<file path="src/rtl/bus_mux_pipe.sv">
// Registered datapath bus multiplexer: lowest-index priority select, bus keeper,
// and sticky contention detection with a saturating event counter. Optional macro BUS_PARITY_EN adds bus_parity.
module bus_mux_pipe #(
  parameter int WORD_SIZE = 32,
  parameter int NUM_SRC   = 24,
  parameter int CNT_W     = 8,
  localparam int SEL_W    = (NUM_SRC > 1) ? $clog2(NUM_SRC) : 1
) (
  input  logic                          clock,
  input  logic                          clear,
  input  logic [NUM_SRC*WORD_SIZE-1:0]  src_data,
  input  logic [NUM_SRC-1:0]            src_en,
  input  logic                          clr_err,
  output logic [WORD_SIZE-1:0]          bus_out,
  output logic                          bus_valid,
  output logic [SEL_W-1:0]              sel_idx,
  output logic                          contention,
  output logic [CNT_W-1:0]              contention_cnt
`ifdef BUS_PARITY_EN
  ,
  output logic                          bus_parity
`endif
);

  logic [SEL_W-1:0]     w_idx;
  logic [WORD_SIZE-1:0] w_word;
  logic                 w_any;
  logic                 w_multi;

  logic [WORD_SIZE-1:0] r_bus;
  logic [SEL_W-1:0]     r_sel;
  logic                 r_valid;
  logic                 r_cont;
  logic [CNT_W-1:0]     r_cnt;

  // Scan from the top down so the lowest enabled index is the last one written.
  always_comb begin
    w_idx  = '0;
    w_word = '0;
    for (int i = NUM_SRC - 1; i >= 0; i--) begin
      if (src_en[i]) begin
        w_idx  = SEL_W'(i);
        w_word = src_data[i*WORD_SIZE +: WORD_SIZE];
      end
    end
  end

  assign w_any   = |src_en;
  // Clearing the lowest set bit leaves something only if two or more were set.
  assign w_multi = |(src_en & (src_en - NUM_SRC'(1)));

  always_ff @(posedge clock or posedge clear) begin
    if (clear) begin
      r_bus   <= '0;
      r_sel   <= '0;
      r_valid <= 1'b0;
    end else begin
      r_valid <= w_any;
      if (w_any) begin
        r_bus <= w_word;
        r_sel <= w_idx;
      end
    end
  end

  // A contention event in the same cycle as clr_err wins over the clear.
  always_ff @(posedge clock or posedge clear) begin
    if (clear) begin
      r_cont <= 1'b0;
      r_cnt  <= '0;
    end else if (w_multi) begin
      r_cont <= 1'b1;
      if (clr_err)
        r_cnt <= CNT_W'(1);
      else if (r_cnt != {CNT_W{1'b1}})
        r_cnt <= r_cnt + CNT_W'(1);
    end else if (clr_err) begin
      r_cont <= 1'b0;
      r_cnt  <= '0;
    end
  end

`ifdef BUS_PARITY_EN
  logic r_par;

  always_ff @(posedge clock or posedge clear) begin
    if (clear)
      r_par <= 1'b0;
    else if (w_any)
      r_par <= ^w_word;
  end

  assign bus_parity = r_par;
`endif

  assign bus_out        = r_bus;
  assign bus_valid      = r_valid;
  assign sel_idx        = r_sel;
  assign contention     = r_cont;
  assign contention_cnt = r_cnt;

endmodule

</file>
<file path="config.mk">
export PLATFORM = sky130hd
export DESIGN_NAME = bus_mux_pipe
export DESIGN_NICKNAME = d
export VERILOG_FILES = /design/src/rtl/bus_mux_pipe.sv
export SDC_FILE = /design/constraint.sdc
export NUM_CORES = 1
export LEC_CHECK = 0
export BUFFER_PORTS_ARGS = -buffer_cell sky130_fd_sc_hd__buf_4
export CAP_MARGIN = 20
export CORE_AREA = 2 2 323 325
export CTS_CLUSTER_DIAMETER = 100
export DETAILED_ROUTE_END_ITERATION = 12
export DIE_AREA = 0 0 325 327
export PLACE_DENSITY_LB_ADDON = 0.15
export SLEW_MARGIN = 20
export SYNTH_ARGS = -nofsm -noshare
export SYNTH_HDL_FRONTEND = slang
export SYNTH_SLANG_ARGS = --single-unit
</file>
<file path="constraint.sdc">
create_clock -name clock -period 4.09 [get_ports clock]
set_clock_uncertainty 0.05 [all_clocks]
set_input_delay 0.2045 -clock clock [delete_from_list [all_inputs] [get_ports clock]]
set_output_delay 0.2045 -clock clock [all_outputs]
set_load 0.02 [all_outputs]
</file>
==> impl_metrics.tcl <==
set metrics [dict create \
    route.detailed.drc 0 \
    postSynthCellCount 1336 \
    netlist_area_um2 9220 \
    post_drt_wl_per_cell_um 27.6 \
    drive_above_1_share_pct 45.7 \
    p_sw_share_pct 42.2 \
    cts.reportedPaths.clkPinSlew_ns 0.09 \
    leakage_nw 7.29 \
    wl_um 96600 \
    fin_crit_sh_pct 77.0 \
    combinationalPowerShare_pct 61.7 \
    yosysMostFrequentCell "nor2b_1" \
    first_global_vias 15800 \
    regToRegSetupSlack_ns 2.22 \
    clkPwrFrac_pct 19.4 \
    ys_ff_latch 47 \
    core_area_um2 103000 \
    clock_sinks 47 \
    pin_count 842 \
    power.internal_mw 1.63 \
    synth_ff_type "dfrtp_1" \
    initial_core_util_pct 8.96 \
    vias_per_cell 4.29 \
    cts_root_buf "clkbuf_16" \
    die_area_um2 106000 \
    final_nets 2908 \
    setup_tns_ns 0 \
    yosysWarnings 0 \
    place.gp.congestion 0.883 \
    crit_fanout 28 \
    worstPathRequired_ns 4.28 \
    grt_use_total_pct 17.2 \
    peakVddDrop_mv 0.239 \
    final_core_utilization_pct 17.1 \
    r2r-end "contention_cnt[5]" \
    seqPwrFrac_pct 18.8 \
    crit_type "in2reg" \
    die-width_um 325 \
    cts_buffers 5 \
    fp.dieH_um 327 \
    crit_buf_inv 2 \
    synth_area_leader_cell "a221oi_1" \
    yosys-top-cells-area "a221oi_1 (21%), nor2b_1 (18%), dfrtp_1 (13%)" \
    r2r_cells 5 \
    syn_to_final_growth_pct 90.4 \
    nFillCells 11900 \
    seq_area_frac_synth_pct 12.8 \
    cts_tree "done" \
    first_iter_violations 1019 \
    ys_types 52 \
    layout_min_cycle_time_ns 3.15 \
    min_from "clr_err" \
    worstHoldEndpoint "contention_cnt[2]" \
    ant_nets 0 \
    rows 118 \
    p_sw_mw 1.20 \
    critPathSlowestCell "nor3_1" \
    p_per_area_nw_per_um2 161 \
    rsz0062_at_grt "false" \
    synth-edff-count 0 \
    finalHoldViolations 0 \
    clkLatencyLatePin_ns 0.32 \
    hpwl_um 82000 \
    placed_area_um2 17400 \
    postCtsSetupBuffers 0 \
    cp-start-kind "input port" \
    final-setup-viol-count 0 \
    holdPathStages 2 \
    max_freq_mhz 317 \
    worst_slack_ns 0.939 \
    vias 15000 \
    tightest_slew_ns 1.10 \
    slowest_delay_ns 0.80 \
    port_buffers 841 \
    grt-ovfl-total 0 \
    timing.rr.start "contention_cnt[0]" \
    async_flop_share_pct 100 \
    antenna_found_initial 15 \
    dp_slack_ns 0.662 \
    drv_cap 0 \
    slew_headroom_pct 25.5 \
    synth_area_per_cell_um2 6.90 \
    grt_max_degree 67 \
    status "complete, no violations" \
    cp_top_family "simple AND/OR/NAND/NOR gates" \
    crit_chain "buf_4 > nor2_1 > nand4_1 > nor2_4 > or3_2 > buf_4 > nor3_1 > nand4_1 > nand2_1" \
    design_area_um2 17600 \
    syn-num-nets 2132 \
    hold_class "in2reg" \
    grt_pass1_wl_um 129000 \
    first_pass_iters 5 \
    final_max_slew_viol_count 0 \
    crit_arrival_ns 3.34 \
    cts_buffer_depth 2 \
    crit_path_end_kind "flip-flop" \
    htreeDepth 2 \
    yosysTopAreaCellShare_pct 21.3 \
    synthTopCellsByCount "nor2b_1 (263), a221oi_1 (224), clkbuf_1 (144), a21oi_1 (103), nor2_1 (85)" \
]
[area by class of cell]
type	instances	area [µm²]	share of cell area, %
multi-input combinational	1093	7370	42.0
timing repair buffer	925	6950	39.6
tap	1380	1730	9.83
sequential	47	1180	6.70
inverter	40	150	0.855
clock buffer	5	125	0.713
clock inverter	3	47.5	0.271
antenna	4	10.0	0.0570
[state kept, by name, summed over array words and instances, names as in the netlist]
register	flops
bus_valid	1
contention	1
bus_out	32
contention_cnt	8
sel_idx	5
[stage by stage]
step	hold slack, ns	total power [mW]	cells
floorplan	0.333	1.14	1336
global placement	0.232	2.30	3482
detailed placement	0.221	2.30	3484
CTS	0.0863	2.86	3493
global route	0.0962	3.00	3495
finish	0.107	2.83	3497
[worst register-to-register path: stages (launching register included)]
cell and delay, ns:
dfrtp_1 0.44, ha_1 0.26, and3_1 0.26, and3_1 0.21
nor3_1 0.19, mux2_1 0.35
[logic make-up (layout without fill, tap and decap cells)]
logic type / after synthesis / in the layout / share of synthesized area, %
other: 0 / 4 / 0
buffers and inverters: 196 / 973 / 8.21
adder cells (fa/ha/maj): 1 / 1 / 0.136
multiplexers: 3 / 3 / 0.339
AND/OR/NAND/NOR: 563 / 563 / 33.9
flip-flops: 47 / 47 / 12.8
AO/OA/AOI/OAI: 526 / 526 / 44.6
[worst max-delay path by stage]
stage                from                 to  slack (ns)  cells after the start
2_1_floorplan   src_en[7]  contention_cnt[4]        1.88                      9
4_1_cts        src_en[15]        bus_out[27]        0.99                      9
3_3_place_gp   src_en[21]        bus_out[20]        0.06                      8
3_5_place_dp   src_en[15]        bus_out[27]        0.66                      9
6_report       src_en[20]        bus_out[21]        0.94                      9
5_1_grt        src_en[17]        bus_out[21]        0.83                      9
[power by group through the flow]
| stage | sequential (mW) | combinational [mW] | clock (mW) |
|---|---|---|---|
| final | 0.532 | 1.75 | 0.550 |
| after global routing | 0.538 | 1.87 | 0.591 |
| after CTS | 0.533 | 1.76 | 0.572 |
| after detailed placement | 0.542 | 1.75 | 0 |
| after global placement | 0.542 | 1.75 | 0 |
| after floorplan | 0.577 | 0.565 | 0 |
[what timing repair did]
| action | in CTS | in global routing |
|---|---|---|
| gates resized for setup | 0 | 0 |
| endpoints found under the hold margin | 16 | 0 |
| hold buffers | 1 | 0 |
[layout by cell type, fill, tap and decap left out, drive strengths merged, types with 4 or more instances in the layout]
cell type	n
a221oi	224
or3	4
nor4	8
nor3	72
nand4	35
o21ai	8
inv	41
nand3	6
o311ai	64
o31a	33
buf	924
clkbuf	5
or2	4
a21oi	103
nand2	72
o31ai	72
diode	4
nor2b	263
nor2	87
a211oi	5
dfrtp	47
and3	4
[metal layers]
metal	track usage (%)	part of all wire (%)	vias to the layer above
li1	-	-	6814
met1	21.9	43	7374
met2	28.3	47	729
met3	5.01	8.1	77
met4	4.03	2.1	6
met5	0	0.037	-
Note: power is estimated with default switching activity, not from simulation.
